`config.mk`:
```
export PLATFORM = sky130hd
export DESIGN_NAME = reg_bank
export DESIGN_NICKNAME = d
export VERILOG_FILES = /design/src/rtl/reg_bank.sv
export SDC_FILE = /design/constraint.sdc
export NUM_CORES = 1
export LEC_CHECK = 0
export ABC_AREA = 1
export CAP_MARGIN = 40
export CORE_ASPECT_RATIO = 0.5
export CORE_MARGIN = 1.5
export CORE_UTILIZATION = 39
export CTS_BUF_LIST = sky130_fd_sc_hd__clkbuf_16
export CTS_CLUSTER_DIAMETER = 80
export DETAILED_ROUTE_END_ITERATION = 12
export REMOVE_ABC_BUFFERS = 1
export SETUP_SLACK_MARGIN = 0.02
export SYNTH_ARGS = -nofsm -noshare
export SYNTH_HDL_FRONTEND = slang
export SYNTH_SLANG_ARGS = --single-unit
```
`constraint.sdc`:
```
create_clock -name clk -period 1.5 [get_ports clk]
set_input_delay 0.15 -clock clk [delete_from_list [all_inputs] [get_ports clk]]
set_output_delay 0.15 -clock clk [all_outputs]
set_load 0.01 [all_outputs]
```
`src/rtl/reg_bank.sv`:
```
// reg_bank: N independent K-bit registers with a valid/ready write port,
// eight update modes, a 1-cycle-latency read port and a coherent snapshot
// path (shadow copy held stable for HOLD_CYC cycles, flagged by a toggle).
module reg_bank #(
   parameter int unsigned K        = 8,
   parameter int unsigned N        = 4,
   parameter int unsigned ADDR_W   = 2,
   parameter int unsigned HOLD_CYC = 4
) (
   input  logic              clk,
   input  logic              rst_n,
   input  logic              wr_valid,
   output logic              wr_ready,
   input  logic [ADDR_W-1:0] wr_addr,
   input  logic [2:0]        wr_mode,
   input  logic [K-1:0]      wr_data,
   input  logic              rd_valid,
   input  logic [ADDR_W-1:0] rd_addr,
   output logic              rd_data_valid,
   output logic [K-1:0]      rd_data,
   input  logic              snap_req,
   output logic              snap_busy,
   output logic              snap_toggle,
   output logic [N*K-1:0]    snap_data
);

   localparam int unsigned CNT_W = (HOLD_CYC > 1) ? $clog2(HOLD_CYC) : 1;

   typedef enum logic [1:0] {
      S_IDLE    = 2'd0,
      S_CAPTURE = 2'd1,
      S_HOLD    = 2'd2
   } state_t;

   typedef enum logic [2:0] {
      M_LOAD = 3'd0,
      M_HOLD = 3'd1,
      M_SHL  = 3'd2,
      M_SHR  = 3'd3,
      M_INC  = 3'd4,
      M_DEC  = 3'd5,
      M_CLR  = 3'd6,
      M_OR   = 3'd7
   } mode_t;

   state_t           state;
   state_t           state_nx;
   logic [CNT_W-1:0] hold_cnt;
   logic             cap_en;
   logic             wr_fire;
   logic [K-1:0]     regs [N];
   logic [K-1:0]     rd_mux;

   // New value of a register for the requested update mode
   function automatic logic [K-1:0] upd(input logic [K-1:0] r,
                                        input logic [2:0]   mode,
                                        input logic [K-1:0] d);
      logic [K-1:0] v;
      v = r;
      case (mode_t'(mode))
         M_LOAD:  v = d;
         M_HOLD:  v = r;
         M_SHL:   v = {r[K-2:0], d[0]};
         M_SHR:   v = {d[0], r[K-1:1]};
         M_INC:   v = r + K'(1);
         M_DEC:   v = r - K'(1);
         M_CLR:   v = '0;
         M_OR:    v = r | d;
         default: v = r;
      endcase
      return v;
   endfunction

   assign wr_fire = wr_valid & wr_ready;

   // Snapshot FSM state register
   always_ff @(posedge clk or negedge rst_n) begin
      if (!rst_n) state <= S_IDLE;
      else        state <= state_nx;
   end

   // Snapshot FSM next-state logic; snap_req only matters in IDLE
   always_comb begin
      state_nx = state;
      case (state)
         S_IDLE:    if (snap_req) state_nx = S_CAPTURE;
         S_CAPTURE: state_nx = S_HOLD;
         S_HOLD:    if (hold_cnt == '0) state_nx = S_IDLE;
         default:   state_nx = S_IDLE;
      endcase
   end

   // Snapshot FSM outputs: writes stall only during the capture cycle
   always_comb begin
      wr_ready  = 1'b1;
      snap_busy = 1'b0;
      cap_en    = 1'b0;
      case (state)
         S_CAPTURE: begin
            wr_ready = 1'b0;
            cap_en   = 1'b1;
         end
         S_HOLD:    snap_busy = 1'b1;
         default:   ;
      endcase
   end

   // Hold-window counter: loads at capture exit, counts down to zero in HOLD
   always_ff @(posedge clk or negedge rst_n) begin
      if (!rst_n)
         hold_cnt <= '0;
      else if (cap_en)
         hold_cnt <= CNT_W'(HOLD_CYC - 1);
      else if (state == S_HOLD && hold_cnt != '0)
         hold_cnt <= hold_cnt - CNT_W'(1);
   end

   // Register file update; out-of-range addresses complete the handshake only
   always_ff @(posedge clk or negedge rst_n) begin
      if (!rst_n) begin
         for (int unsigned i = 0; i < N; i++) regs[i] <= '0;
      end else begin
         for (int unsigned i = 0; i < N; i++)
            if (wr_fire && wr_addr == ADDR_W'(i))
               regs[i] <= upd(regs[i], wr_mode, wr_data);
      end
   end

   // Read mux; unmatched (out-of-range) addresses return zero
   always_comb begin
      rd_mux = '0;
      for (int unsigned i = 0; i < N; i++)
         if (rd_addr == ADDR_W'(i)) rd_mux = regs[i];
   end

   // Read response: pre-write value, data holds when no request
   always_ff @(posedge clk or negedge rst_n) begin
      if (!rst_n) begin
         rd_data_valid <= 1'b0;
         rd_data       <= '0;
      end else begin
         rd_data_valid <= rd_valid;
         if (rd_valid) rd_data <= rd_mux;
      end
   end

   // Shadow copy and toggle change only at the capture-exit edge
   always_ff @(posedge clk or negedge rst_n) begin
      if (!rst_n) begin
         snap_data   <= '0;
         snap_toggle <= 1'b0;
      end else if (cap_en) begin
         for (int unsigned i = 0; i < N; i++) snap_data[i*K +: K] <= regs[i];
         snap_toggle <= ~snap_toggle;
      end
   end

endmodule

```
After elaboration in Yosys (flattened, before gate mapping)
Cells that the tools add are included.
{"block": "op_classes", "n_addsub": 9, "n_eq_ne": 17, "n_mux": 16, "bitwise": 7, "n_reduce_logical": 17}
{"op": "$pmux W8 S7", "n": 4}
{"op": "$add A8 B1 Y8 const B", "n": 4}
{"op": "$mux W8", "n": 4}
{"op": "$or A8 B8 Y8", "n": 4}
{"op": "$sub A8 B1 Y8 const B", "n": 4}
{"op": "$eq A3 B3 Y1 const B", "n": 4}
{"op": "$eq A2 B2 Y1 const B", "n": 5}
{"op": "$reduce_and A2 Y1", "n": 5}
{"op": "$logic_not A2 Y1", "n": 4}
{"op": "$mux W2", "n": 4}
{"op": "$eq A2 B1 Y1 const B", "n": 3}
{"op": "$eq A3 B2 Y1 const B", "n": 2}
{"op": "$pmux W2 S3", "n": 1}
{"op": "$logic_and A1 B1 Y1", "n": 5}
{"op": "$ne A2 B2 Y1 const B", "n": 2}
{"op": "$reduce_bool A2 Y1", "n": 2}
{"op": "$eq A3 B1 Y1 const B", "n": 1}
{"op": "$logic_not A3 Y1", "n": 1}
{"op": "$mux W1", "n": 3}
{"op": "$not A1 Y1", "n": 2}
{"op": "$sub A2 B1 Y2 const B", "n": 1}
{"op": "$and A1 B1 Y1", "n": 1}
{"block": "totals", "reg_bits": 78, "input_bits": 20, "output_inout_bits": 44, "word_cells": 76}

Logic depth before layout (Yosys ltp)
Gate-level depths: netlist of the first run.
{"block": "logic_depth", "word_depth": 5, "mapped_depth": 17, "depth_no_buf": 16}

Worst setup path after synthesis of the first run
Ideal clock, no wire load.
{"block": "synth_path", "kind": "input to register", "from": "input port wr_mode[1]", "to": "register regs[6] (netlist name)", "setup_time_ns": 0.120, "t_arrival_ns": 1.562, "t_required_ns": 1.380, "path_slack_ns": -0.181, "cell_stages": 13, "path_buffers": 1, "path_cell_list": "inv_2 nand3_2 inv_2 buf_2 ha_1 inv_1 o21bai_1 a21oi_1 nand3_1 nand3_1 nand3_1 o21ai_0 inv_1"}
{"block": "synth_via", "elab_chain_len": 3, "word_cells_on_any_way": 11, "classes_between": "eq/ne (7); mux (1); bitwise (1); reduce/logical (2)"}
{"item": "start: declaration", "line_no": "15", "text": "input logic [2:0] wr_mode,"}
{"item": "parallel branches: the longest is 3 deep, another holds $pmux W8 S7"}
{"item": "end signal: indexed assignment", "line_no": "125", "text": "regs[i] <= upd(regs[i], wr_mode, wr_data);"}
{"item": "end: declaration", "line_no": "51", "text": "logic [K-1:0] regs [N];"}
Parallel ways; which one is timed is not known.
A chain may end at the register's enable or synchronous reset.

Worst setup path after layout of the first run
{"block": "layout_path", "from": "register regs[11] (netlist name)", "to": "register regs[12] (netlist name)"}
{"block": "layout_via", "elab_chain_len": 2, "word_cells_on_any_way": 3, "classes_between": "add/sub (2); mux (1)"}
{"item": "$sub A8 B1 Y8 / $add A8 B1 Y8 (equally long branches)", "line_no": "66, 65"}
{"item": "$pmux W8 S7 (*)", "line_no": "60", "text": "case (mode_t'(mode))"}
Every way passes the cells marked *; elsewhere a longest branch is shown, timed or not.

==> results.py, run 1 <==
metrics = {
    "outcome": {
        "status": "finished, violations left",
        "violations": "negative setup slack",
    },
    "final_layout": {
        "multi_input_area_mm2": 0.00382,
        "area_growth_pct": 70.6,
        "final_area_mm2": 0.00913,
        "layout-drive-gt1-share": 0.425,
        "antennaDiodeCount": 0,
        "fillerInstances": 1023,
        "nets": 1037,
        "regArea_mm2": 0.00196,
    },
    "floorplan": {
        "num_io_pins": 64,
        "num_rows": 29,
        "dieWidth_um": 169,
        "start_util": 0.411,
        "fp.dieH_um": 85.8,
        "die_area_mm2": 0.0145,
        "core-area_mm2": 0.0130,
    },
    "drt": {
        "wl_met3_um": 2240,
        "viasPerCell": 5.72,
        "met1_length_um": 10100,
        "wl_per_cell_um": 19.6,
        "drt_wl_total_um": 23100,
        "drt_pre_antenna_iters": 5,
        "drcViolationCount": 0,
        "top_layer_used": "met4",
        "vias": 6733,
        "initialDrtViolationCount": 720,
        "ant_nets": 0,
        "routed-wl-met2_um": 10100,
    },
    "yosys": {
        "synth.avg_cell_area_um2": 6.94,
        "synth_area_mm2": 0.00535,
        "synth-seq-cells": 78,
        "async_flop_share": 1.00,
        "yosysSeqAreaShare": 0.365,
        "synth-edff-count": 0,
        "synth_top_flop_cell": "dfrtp_1",
        "synth_warnings": 0,
        "ys_types": 36,
        "syn_inst": 771,
    },
    "critical_path": {
        "startpoint": "regs[11]",
        "cp-start-kind": "flip-flop",
        "slowest_delay_ns": 0.42,
        "worst-path-buf-inv": 3,
        "r2r.worst_path.cells": 10,
        "cp.required_ns": 1.74,
        "end_kind": "flip-flop",
        "worstSetupEndpoint": "regs[12]",
        "crit_type": "reg2reg",
        "arrival_ns": 1.90,
        "worst-r2r-setup-slack_ns": -0.16,
        "critPathMaxFanout": 4,
        "cp_top_family": "flip-flops",
        "critical_path.cell_chain": "ha_4 -> inv_4 -> o21bai_2 -> inv_1 -> nand2_1 -> nand3_1 -> nand3_1 -> nand4_1 -> o21ai_1 -> inv_1",
        "rr_startpoint": "regs[11]",
        "cp.depth": 10,
        "timing.rr.end": "regs[12]",
        "crit_path_top_delay_cell": "dfrtp_1",
    },
    "sta": {
        "min_period_ns": 1.66,
        "final.setup.worst_slack_ns": -0.162,
        "slew_headroom": 0.534,
        "rsz0062_at_grt": "true",
        "whs_ns": 0.285,
        "max_freq_ghz": 0.602,
        "hold_viol": 0,
        "worst-slew-pin-transition_ns": 0.697,
        "fin_skew_ns": 0.00973,
        "period_share": 1.11,
        "setup_viol": 14,
        "maxSlewViolCount": 0,
    },
    "pwr": {
        "switching_share": 0.419,
        "p_int_mw": 9.53,
        "power_mw": 16.4,
        "ir_worst_vdd_v": 0.000861,
        "p_sw_mw": 6.87,
        "pwr-share-clk": 0.168,
        "sequentialPowerShare": 0.235,
        "power_leakage_nw": 4.33,
        "comb_power_share": 0.598,
        "power-per-cell-area_mw_per_mm2": 1800,
    },
    "global_route": {
        "grt_max_degree": 33,
        "antenna_found_initial": 0,
        "grt_pass1_wl_um": 33200,
        "overflow": 0,
        "grt_use_total": 0.302,
        "grt_pass1_vias": 6192,
    },
    "clock_network": {
        "clock_tree.buffer_depth": 2,
        "clk_pin_slew_ns": 0.07,
        "htreeDepth": 3,
        "cts.sinks": 78,
        "cts_made_buffers": 9,
        "cts_root_buf": "clkbuf_16",
        "cts_tree": "built",
        "insertion_delay_ns": 0.34,
    },
    "placement": {
        "portBuffers": 63,
        "place.gp.congestion": 0.982,
        "dpl.hpwl_um": 14900,
        "dpl_cell_area_mm2": 0.00731,
    },
    "hold_path": {
        "hp-class": "in2async",
    },
    "run": {
        "maxCapViolCount": 0,
    },
}
cells in the mapped netlist, drive strengths merged, types with 12 or more instances:
cell | n | area [µm²]
nand2 | 173 | 649
inv | 119 | 447
nand3 | 79 | 400
dfrtp | 78 | 1950
nor2 | 71 | 269
o21ai | 66 | 330
a21oi | 50 | 250
a221oi | 17 | 149
o22ai | 16 | 100
ha | 15 | 188
nand4 | 14 | 100
buf | 12 | 62.6
layer usage:
layer  track usage  vias up
li1              -     3082
met1         0.412     3207
met2         0.458      378
met3        0.0881       66
met4         0.106        0
met5             0        -
kinds of logic after synthesis:
logic type               share of synthesized area
AO/OA/AOI/OAI                                0.194
XOR/XNOR                                    0.0115
AND/OR/NAND/NOR                              0.278
multiplexers                                0.0126
buffers and inverters                        0.104
flip-flops                                   0.365
adder cells (fa/ha/maj)                     0.0351
cell usage in the layout (no fill, tap or decap), types with 8 or more instances in the layout:
cell type / synthesis / routed
buf_4: 0 / 143
nand2_1: 173 / 118
inv_1: 114 / 85
dfrtp_1: 78 / 73
clkdlybuf4s50_1: 0 / 55
nand3_1: 78 / 49
o21ai_0: 60 / 47
nand2_2: 0 / 46
a21oi_1: 50 / 37
nor2_1: 70 / 31
nand3_2: 1 / 26
inv_2: 5 / 25
nor2_4: 0 / 22
nor2_2: 1 / 18
buf_6: 1 / 18
a221oi_1: 17 / 13
a21oi_2: 0 / 13
nand4_1: 12 / 12
o21ai_1: 6 / 11
ha_4: 0 / 11
clkbuf_16: 0 / 11
buf_12: 0 / 11
o22ai_1: 16 / 10
nand2_4: 0 / 9
a31oi_1: 9 / 8
power by group through the flow:
| stage | Combinational (mW) | Clock, mW | Sequential [mW] |
|---|---|---|---|
| global route | 10.6 | 2.86 | 3.96 |
| CTS | 8.10 | 2.78 | 3.75 |
| detailed placement | 7.32 | 0 | 3.73 |
| finish | 9.80 | 2.75 | 3.85 |
| global placement | 7.20 | 0 | 3.72 |
| floorplan | 3.24 | 0 | 3.98 |
worst min-delay path by stage:
stage               startpoint            end  slack (ns)  depth (start not counted)
floorplan                rst_n    hold_cnt[0]       -0.15                          0
global placement         rst_n  snap_data[11]        0.11                          1
detailed placement       rst_n       regs[21]        0.11                          1
CTS                      rst_n  snap_data[18]        0.29                          2
global route             rst_n  snap_data[18]        0.32                          2
finish                   rst_n  snap_data[18]        0.28                          2
flip-flops by register name (all words and copies together), names as in the netlist:
name,flops
hold_cnt,2
rd_data,8
rd_data_valid,1
regs,32
snap_data,32
snap_toggle,1
state,2
through the flow:
stage	worst slack (ns)	instances	util	setup TNS [ns]
floorplan	-1.04	748	-	-35.37
global placement	-0.674	1129	0.561	-22.11
detailed placement	-0.699	1129	0.561	-23.32
CTS	-0.0920	1160	0.632	-0.499
global route	-0.233	1177	0.701	-3.27
finish	-0.162	1177	0.701	-0.807
layout make-up:
type / count / area share
well taps: 170 / 0.0233
repair buffers: 241 / 0.248
clock inverters: 7 / 0.0151
flip-flops and latches: 78 / 0.215
clock buffers: 9 / 0.0247
repair inverters: 2 / 0.00206
inverters: 120 / 0.0539
multi-input cells: 550 / 0.419
what timing repair did:
action,in CTS,in global routing
hold buffers,1,0
endpoints found under the setup margin,56,46
pin swaps,47,85
resized for setup,124,206
gates cloned,3,3
hold endpoints to repair,24,0
setup buffers,11,17
(Power assumes the default switching activity.)
==> run 2: changes to the inputs <==
ABC_CLOCK_PERIOD_IN_PS = 1500   (was default)
SLEW_MARGIN = 15   (was default)
==> results of run 2 <==
The final DEF is identical to that of run 1; final timing and power are the same.
